--- src/rtl/cnt_attr_sched.sv ---
// Round-robin scheduler feeding a shared peak-tracking register with a programmable decay timer.
// Optional macro CNT_ATTR_SCHED_SAT_EN makes the decay saturate at zero instead of wrapping.
module cnt_attr_sched #(
    parameter int NREQ      = 4,
    parameter int W         = 16,
    parameter int DECAY_DIV = 8
) (
    input  logic                    clock,
    input  logic                    reset,
    input  logic                    enable,
    input  logic [NREQ-1:0]         req_valid,
    input  logic [NREQ*W-1:0]       req_data,
    output logic [NREQ-1:0]         req_ready,
    output logic [W-1:0]            peak,
    output logic [$clog2(NREQ)-1:0] peak_owner,
    output logic                    peak_vld,
    output logic                    decay_pulse
);

    localparam int IW = $clog2(NREQ);
    localparam int TW = $clog2(DECAY_DIV);

    logic [IW-1:0] r_rrPtr;
    logic          r_stgVld;
    logic [W-1:0]  r_stgData;
    logic [IW-1:0] r_stgIdx;
    logic [W-1:0]  r_peak;
    logic [IW-1:0] r_peakOwner;
    logic          r_peakVld;
    logic          r_decayPulse;
    logic [TW-1:0] r_timer;

    logic [W-1:0]    w_lane [NREQ];
    logic [NREQ-1:0] w_grant;
    logic [IW-1:0]   w_grantIdx;
    logic [IW-1:0]   w_cand;
    logic            w_found;
    logic            w_handshake;
    logic            w_tick;
    logic            w_load;
    logic [W-1:0]    w_decayed;

    for (genvar g = 0; g < NREQ; g++) begin : g_lane
        assign w_lane[g] = req_data[g*W +: W];
    end

    // Search starts one past the last winner so every lane gets a turn.
    always_comb begin
        w_grant    = '0;
        w_grantIdx = '0;
        w_found    = 1'b0;
        w_cand     = '0;
        for (int k = 1; k <= NREQ; k++) begin
            w_cand = IW'((int'(r_rrPtr) + k) % NREQ);
            if (!w_found && req_valid[w_cand]) begin
                w_found         = 1'b1;
                w_grant[w_cand] = 1'b1;
                w_grantIdx      = w_cand;
            end
        end
    end

    assign w_handshake = reset && enable && w_found;
    assign req_ready   = w_handshake ? w_grant : '0;

    assign w_tick = enable && (r_timer == TW'(DECAY_DIV - 1));
    assign w_load = r_stgVld && (r_stgData > r_peak);

`ifdef CNT_ATTR_SCHED_SAT_EN
    assign w_decayed = (r_peak == '0) ? '0 : r_peak - 1'b1;
`else
    assign w_decayed = r_peak - 1'b1;
`endif

    always_ff @(posedge clock or negedge reset) begin
        if (!reset) begin
            r_rrPtr   <= IW'(NREQ - 1);
            r_stgVld  <= 1'b0;
            r_stgData <= '0;
            r_stgIdx  <= '0;
        end else begin
            r_stgVld <= w_handshake;
            if (w_handshake) begin
                r_rrPtr   <= w_grantIdx;
                r_stgData <= w_lane[w_grantIdx];
                r_stgIdx  <= w_grantIdx;
            end
        end
    end

    // A load on a tick edge takes priority; the timer wraps regardless.
    always_ff @(posedge clock or negedge reset) begin
        if (!reset) begin
            r_peak       <= '0;
            r_peakOwner  <= '0;
            r_peakVld    <= 1'b0;
            r_decayPulse <= 1'b0;
            r_timer      <= '0;
        end else begin
            r_decayPulse <= w_tick;
            if (enable) begin
                r_timer <= w_tick ? '0 : r_timer + 1'b1;
            end
            if (w_load) begin
                r_peak      <= r_stgData;
                r_peakOwner <= r_stgIdx;
                r_peakVld   <= 1'b1;
            end else if (w_tick) begin
                r_peak <= w_decayed;
            end
        end
    end

    assign peak        = r_peak;
    assign peak_owner  = r_peakOwner;
    assign peak_vld    = r_peakVld;
    assign decay_pulse = r_decayPulse;

endmodule

--- config.mk ---
export PLATFORM = sky130hd
export DESIGN_NAME = cnt_attr_sched
export DESIGN_NICKNAME = d
export VERILOG_FILES = /design/src/rtl/cnt_attr_sched.sv
export SDC_FILE = /design/constraint.sdc
export NUM_CORES = 1
export LEC_CHECK = 0
export BUFFER_PORTS_ARGS = -buffer_cell sky130_fd_sc_hd__buf_2
export CAP_MARGIN = 25
export CORE_MARGIN = 4
export CORE_UTILIZATION = 50
export CTS_CLUSTER_SIZE = 12
export DETAILED_ROUTE_END_ITERATION = 16
export GPL_TIMING_DRIVEN = 0
export PLACE_DENSITY = 0.81
export SYNTH_ARGS = -nofsm -noshare
export SYNTH_HDL_FRONTEND = slang
export SYNTH_SLANG_ARGS = --single-unit
--- constraint.sdc ---
create_clock -name clock -period 4.7 [get_ports clock]
set_input_delay 0.705 -clock clock [delete_from_list [all_inputs] [get_ports clock]]
set_output_delay 0.705 -clock clock [all_outputs]
set_load 0.02 [all_outputs]
Word level (Yosys, flattened, before mapping) --
Index checks and enable logic that the tools add are counted.
Operators by class: add/subtract/negate cells 6, order comparisons 10, equality and inequality tests 1, multiplexer cells 35, bitwise gates (word level) 4, reduce and logical (&&, ||, !) cells 15
Operators with widths (number):
- $mux W16 | 4
- $bmux W16 S2 | 1
- $mux W4 | 5
- $gt A16 B16 Y1 | 1
- $sub A16 B1 Y16 const B | 1
- $lt A2 B3 Y1 const B | 4
- $mux W1 | 12
- $or A4 B4 Y4 | 3
- $logic_and A1 B1 Y1 | 11
- $bmux W1 S2 | 4
- $demux W1 S2 | 4
- $ge A2 B1 Y1 const B | 4
- $mux W2 | 4
- $add A2 B1 Y2 const B | 2
- $add A2 B2 Y2 const B | 2
- $add A3 B1 Y3 const B | 1
- $eq A3 B3 Y1 const B | 1
- $ge A3 B3 Y1 const B | 1
- $logic_not A1 Y1 | 3
- $mux W3 | 1
- $not A2 Y3 | 1
- $reduce_bool A2 Y1 | 1
Word-level totals: bits in registers 44, input bits 71, output and inout bits 24, logic and storage cells 80

Depth between registers and ports, before layout --
Gate-level depths: netlist of the first run.
depth in word-level cells 17, gate-level depth with buffers 13, mapped depth without buffers 9

Least setup slack after synthesis of the first run --
Ideal clock, no wire load.
kind reg2out, start point register r_rrPtr[0], end point output req_ready[0], data arrival time 2.911 ns, data required time 3.995 ns, path slack 1.084 ns, cell stages (with the launch flop) 10, path buffers 3, path through dfstp_2 -> buf_6 -> inv_1 -> ha_1 -> clkbuf_1 -> mux4_2 -> or3_1 -> o21bai_1 -> clkbuf_1 -> nor2_1
On the way: cells in the longest elaborated chain, start to end 15, elaborated cells between the ends (all ways) 51, classes of those cells 4 x add/sub; 8 x order compare; 25 x mux; 3 x bitwise; 11 x reduce/logical
Ends and longest elaborated chain:
- from (decl) | RTL line 23 | logic [IW-1:0] r_rrPtr;
- from (signal assigned) | RTL line 77 | r_rrPtr <= IW'(NREQ - 1);
- from (signal assigned) | RTL line 84 | r_rrPtr <= w_grantIdx;
- parallel branches: the longest is 14 deep, another holds $lt A2 B3 Y1
- $mux W4 (*) | RTL line 64 | assign req_ready = w_handshake ? w_grant : '0;
- to (decl) | RTL line 13 | output logic [NREQ-1:0] req_ready,
Every way passes the cells marked *. The select of a mux whose other input is x is not followed.

Final worst setup path of the first run --
start point register r_rrPtr[0], end point output req_ready[3]
The elaborated chain is that of the path after synthesis.

==> flow_metrics.py, run 1 <==
metrics = {
    "timing": {
        "fin_crit_sh": 0.926,
        "finalSetupTns_ns": 0,
        "rsz0062_at_grt": "false",
        "worst_slew_pin_slew_ns": 1.03,
        "clock_skew_ns": 0.00637,
        "fmax_ghz": 0.230,
        "setup_viol": 0,
        "relSlewSlack": 0.316,
        "hold_viol_final": 0,
        "setup_ws_ns": 0.350,
        "drv_slew": 0,
        "finalCriticalPeriod_ns": 4.35,
        "holdWs_ns": 0.307,
    },
    "route": {
        "route.detailed.drc": 0,
        "wl_per_cell_um": 16.1,
        "wirelength_mm": 8.25,
        "first_pass_iters": 4,
        "drtIter0Drc": 114,
        "viasPerCell": 5.55,
        "ant_nets": 0,
        "vias": 2842,
    },
    "worst_setup_path": {
        "cp_max_fo": 10,
        "crit_path_start": "r_rrPtr[0]$_DFFE_PN1P_",
        "end_kind": "primary output",
        "startpoint_type": "register",
        "cp.arrival_ns": 3.65,
        "required_ns": 3.99,
        "reg2reg_from": "r_rrPtr[0]$_DFFE_PN1P_",
        "crit_type": "register to primary output",
    },
    "power_and_ir_drop": {
        "leakage_nw": 2.00,
        "ir_worst_vdd_v": 0.000486,
        "power_density_nw_per_um2": 752,
    },
    "final_layout": {
        "regArea_sq_um": 1100,
        "diodes": 0,
        "fillers": 553,
        "multi_input_area_sq_um": 2060,
        "nets": 532,
        "layout-drive-gt1-share": 0.363,
        "syn_to_final_growth_pct": 20.0,
        "fin_area_sq_um": 4040,
    },
    "global_routing": {
        "grt_use_met2": 0.364,
        "grt_most_used_layer": "met2",
        "grt_pass1_wl_mm": 13.8,
        "use_met1": 0.251,
        "gr-total-overflow": 0,
        "grt_usage": 0.205,
        "grt_use_met3": 0.0376,
        "grt_pass1_vias": 2963,
        "antenna_found_initial": 0,
        "grt_max_degree": 47,
    },
    "clock_tree": {
        "cts_tree": "done",
        "htreeDepth": 2,
        "clock_latency_ns": 0.31,
        "cts_buffers": 5,
        "ctsHoldBuffers": 0,
        "ctsRootBufferMaster": "clkbuf_8",
        "cts_resized": 0,
        "cts.clk_slew.worst_paths_ns": 0.09,
        "post-cts-setup-buffers": 0,
        "numClockSinks": 44,
        "cts_buffer_depth": 2,
    },
    "die": {
        "rows": 29,
        "io-pin-count": 95,
        "die_h_um": 90.0,
        "core_area_sq_um": 6460,
        "design.die.area_sq_um": 8110,
        "start_util": 0.521,
        "fp.dieW_um": 90.0,
    },
    "placement": {
        "place.gp.congestion": 0.878,
        "numPortBuffers": 92,
        "post_dp_cell_area_sq_um": 3920,
        "dp_hpwl_mm": 6.44,
        "place_ws_ns": 0.611,
    },
    "synthesis": {
        "synth_edf_count": 0,
        "ys_ff_latch": 44,
        "synth_most_common_cell": "dfrtp_1",
        "yosysSeqAreaShare": 0.328,
        "synth_area_sq_um": 3360,
        "synth.distinct_cells": 42,
        "synth_area_leaders": "dfrtp_1 (31%), mux2_2 (11%), mux2i_1 (10%)",
        "synth_nets": 432,
        "synthFlopType": "dfrtp_1",
        "yosys_warnings": 0,
        "avgSynthCellArea_sq_um": 10.1,
        "synth_top_cell_by_area": "dfrtp_1",
        "synthTopCellsByCount": "dfrtp_1 (42), mux2i_1 (35), mux2_2 (33)",
        "async_reset_ff_frac": 1.00,
        "netlist.area_leader.share": 0.312,
        "syn_inst": 334,
    },
    "run": {
        "maxCapViolCount": 0,
    },
    "outcome": {
        "status": "complete, no violations",
    },
    "hold_path": {
        "hold_path_class": "primary input to async pin",
    },
}
worst max-delay path, cell delays in order (launching register included):
cell,delay [ns]
dfstp_2,0.63
buf_6,0.17
inv_1,0.16
ha_1,0.32
clkbuf_1,0.32
mux4_2,0.44
or3_1,0.40
o21bai_1,0.35
clkbuf_2,0.30
nor2_1,0.08
buf_2,0.16
sequential cells by signal, indices dropped and copies added (netlist names):
register     cells
r_stgData       16
decay_pulse      1
r_stgVld         1
peak            16
peak_vld         1
r_timer          3
peak_owner       2
r_rrPtr          2
r_stgIdx         2
metal layers:
| metal | up-vias | part of all wire | routed length [um] |
|---|---|---|---|
| met1 | 1370 | 0.43 | 3530 |
| li1 | 1389 | - | - |
| met3 | 13 | 0.047 | 391 |
| met2 | 70 | 0.51 | 4170 |
| met5 | - | 0 | 0 |
| met4 | 0 | 0.019 | 158 |
area by class of cell:
class	count	share of cell area
plain buffers	15	0.0257
clock buffers	7	0.0214
clock inverters	1	0.00186
inverters	25	0.0232
multi-input cells	250	0.511
flip-flops and latches	44	0.273
well taps	77	0.0239
repair buffers	93	0.119
layout by cell type, fill, tap and decap left out, types with 5 or more instances in the layout:
| master | netlist | routed |
|---|---|---|
| buf_2 | 1 | 93 |
| dfrtp_1 | 42 | 42 |
| mux2i_1 | 35 | 35 |
| mux2_2 | 33 | 33 |
| nand2_1 | 28 | 28 |
| ha_1 | 27 | 27 |
| inv_1 | 25 | 25 |
| nor2_1 | 21 | 21 |
| xnor2_1 | 15 | 15 |
| o21ai_1 | 9 | 9 |
| clkbuf_1 | 8 | 8 |
| o21ai_0 | 8 | 8 |
| a221oi_1 | 7 | 7 |
| o21ai_2 | 7 | 7 |
| buf_6 | 6 | 6 |
| a21oi_1 | 6 | 6 |
| clkbuf_8 | 0 | 6 |
| nand3_1 | 5 | 5 |
| nor3_1 | 5 | 5 |
| a21o_1 | 5 | 5 |
path summary, 6_finish.rpt:
path	endpoint	cells past startpoint	slack [ns]
max in group asynchronous	r_rrPtr[1]$_DFFE_PN1P_	2	3.83
setup reg to reg	r_stgData[7]$_DFFE_PN0P_	12	0.82
hold reg to reg	peak_vld$_DFFE_PN0P_	1	0.47
hold / removal	peak[4]$_DFFE_PN0P_	1	0.31
min in group clock	peak_vld$_DFFE_PN0P_	1	0.47
setup / recovery	req_ready[3]	10	0.35
metrics by stage:
stage          power [mW]   util  cells
2_1_floorplan        2.27      -    334
3_3_place_gp         2.69  0.607    503
3_5_place_dp         2.77  0.607    503
4_1_cts              3.04  0.622    511
5_1_grt              3.27  0.625    512
6_report             3.04  0.625    512
kinds of logic (layout without fill, tap and decap cells):
kind of cell / Yosys count / in the layout / share of synthesized area
AOI/OAI and AO/OA: 57 / 57 / 0.123
xor gates and xnor gates: 15 / 15 / 0.0390
adders and majority gates: 27 / 27 / 0.100
buffers and inverters: 40 / 141 / 0.0584
DFF: 44 / 44 / 0.328
muxes: 72 / 72 / 0.244
and+or+nand+nor: 79 / 79 / 0.108
power by group:
| part | total [mW] | internal (mW) | switching (mW) |
|---|---|---|---|
| Clock | 0.257 | 0.120 | 0.138 |
| Sequential | 0.725 | 0.557 | 0.168 |
| Combinational | 2.05 | 0.974 | 1.08 |
(Power assumes the default switching activity.)
==> run 2: changes to the inputs <==
CORE_UTILIZATION = 40   (was 50)
PLACE_DENSITY = 0.68   (was 0.81)
==> flow_metrics.py, run 2 (same netlist as run 1, synthesis figures left out) <==
metrics = {
    "die": {
        "core_area_sq_um": 8220,
        "fp.dieW_um": 99.7,
        "start_util": 0.409,
        "rows": 33,
        "die_h_um": 99.7,
        "io-pin-count": 95,
        "design.die.area_sq_um": 9940,
    },
    "run": {
        "maxCapViolCount": 0,
    },
    "power_and_ir_drop": {
        "power_mw": 3.04,
        "power_density_nw_per_um2": 745,
        "ir_worst_vdd_v": 0.000353,
        "leakage_nw": 2.01,
    },
    "global_routing": {
        "grt_pass1_vias": 2894,
        "grt_usage": 0.175,
        "grt_pass1_wl_mm": 14.0,
        "gr-total-overflow": 0,
        "antenna_found_initial": 0,
        "grt_max_degree": 47,
    },
    "route": {
        "wl_per_cell_um": 15.7,
        "ant_nets": 0,
        "vias": 2824,
        "drtIter0Drc": 109,
        "wirelength_mm": 8.49,
        "viasPerCell": 5.23,
        "route.detailed.drc": 0,
        "first_pass_iters": 5,
    },
    "timing": {
        "drv_slew": 0,
        "finalSetupTns_ns": 0,
        "finalCriticalPeriod_ns": 4.40,
        "hold_viol_final": 0,
        "clock_skew_ns": 0.00592,
        "rsz0062_at_grt": "false",
        "fin_crit_sh": 0.936,
        "relSlewSlack": 0.334,
        "fmax_ghz": 0.227,
        "setup_viol": 0,
        "worst_slew_pin_slew_ns": 0.999,
    },
    "final_layout": {
        "fillers": 777,
        "syn_to_final_growth_pct": 21.4,
        "final_cell_mix": "buf_2 (93), dfrtp_1 (42), mux2i_1 (35)",
        "nets": 532,
        "fin_area_sq_um": 4090,
        "diodes": 0,
        "fin_util": 0.497,
        "final_common_cell": "buf_2",
        "layout-drive-gt1-share": 0.363,
    },
    "worst_setup_path": {
        "end_kind": "primary output",
        "cp_max_fo": 10,
        "crit_type": "register to primary output",
        "startpoint_type": "register",
        "required_ns": 3.99,
        "cp.arrival_ns": 3.69,
    },
    "placement": {
        "numPortBuffers": 92,
        "dp_hpwl_mm": 6.66,
        "post_dp_cell_area_sq_um": 3960,
        "place.gp.congestion": 0.838,
    },
    "clock_tree": {
        "ctsHoldBuffers": 0,
        "htreeDepth": 2,
        "ctsRootBufferMaster": "clkbuf_8",
        "clock_latency_ns": 0.30,
        "cts.clk_slew.worst_paths_ns": 0.08,
        "cts_tree": "done",
        "numClockSinks": 44,
        "cts_buffer_depth": 2,
        "post-cts-setup-buffers": 0,
        "cts_buffers": 5,
    },
    "hold_path": {
        "hold_path_class": "primary input to async pin",
    },
    "outcome": {
        "status": "complete, no violations",
    },
}
==> run 2: cell count changes in the layout (fill, tap and decap cells not counted), sizes merged <==
| cell | delta |
|---|---|
| clkbuf | -1 |
| clkinv | +1 |
| clkinvlp | -1 |
| bufinv | +1 |
==> run 2: cell type report <==
cell class | instances | area, sq um | area share
buffer | 15 | 104 | 0.0254
clock buffer | 6 | 72.6 | 0.0178
clock inverter | 2 | 35.0 | 0.00858
inverter | 25 | 93.8 | 0.0230
multi-input combinational | 250 | 2060 | 0.505
sequential | 44 | 1100 | 0.270
tap | 105 | 131 | 0.0322
timing repair buffer | 93 | 480 | 0.118
==> run 2: worst paths after layout <==
kind                                              from                  endpoint  slack, ns  cells past startpoint
max in group asynchronous                        reset    r_rrPtr[1]$_DFFE_PN1P_       4.01                      2
min in group clock                peak_vld$_DFFE_PN0P_      peak_vld$_DFFE_PN0P_       0.47                      1
worst max-delay path            r_rrPtr[0]$_DFFE_PN1P_              req_ready[0]       0.30                     10
worst min register to register    peak_vld$_DFFE_PN0P_      peak_vld$_DFFE_PN0P_       0.47                      1
worst max register to register  r_rrPtr[0]$_DFFE_PN1P_  r_stgData[7]$_DFFE_PN0P_       0.77                     12
worst min-delay path                             reset     decay_pulse$_DFF_PN0_       0.21                      1
==> run 2: layer usage <==
metal	GRT usage	vias to the layer above	wire length, um
li1	-	1397	-
met1	0.230	1352	3780
met2	0.300	68	4240
met3	0.0309	7	371
met4	0.0410	0	94
met5	0	-	0
==> run 2: report_power, final <==
| group | switching, mW | internal [mW] |
|---|---|---|
| clock | 0.131 | 0.158 |
| combinational | 1.05 | 0.971 |
| sequential | 0.178 | 0.557 |
| total | 1.36 | 1.69 |
==> run 2: timing repair <==
item,CTS,global route
gates resized for setup,0,2
endpoints found under the hold margin,0,0
endpoints found under the setup margin,0,4
==> run 2: worst max-delay path, cell delays in order, from the launching register on <==
cell      delay (ns)
dfstp_2         0.63
buf_6           0.18
inv_1           0.16
ha_1            0.33
clkbuf_1        0.32
mux4_2          0.45
or3_1           0.40
o21bai_1        0.34
clkbuf_2        0.32
nor2_1          0.10
buf_2           0.17
==> run 2: stage by stage <==
stage	setup slack [ns]	hold WS [ns]	instances
after global routing	0.0154	0.200	540
after floorplan	1.08	0.409	334
after CTS	0.121	0.481	539
final	0.301	0.209	540
after global placement	0.581	0.451	531
after detailed placement	0.477	0.461	531
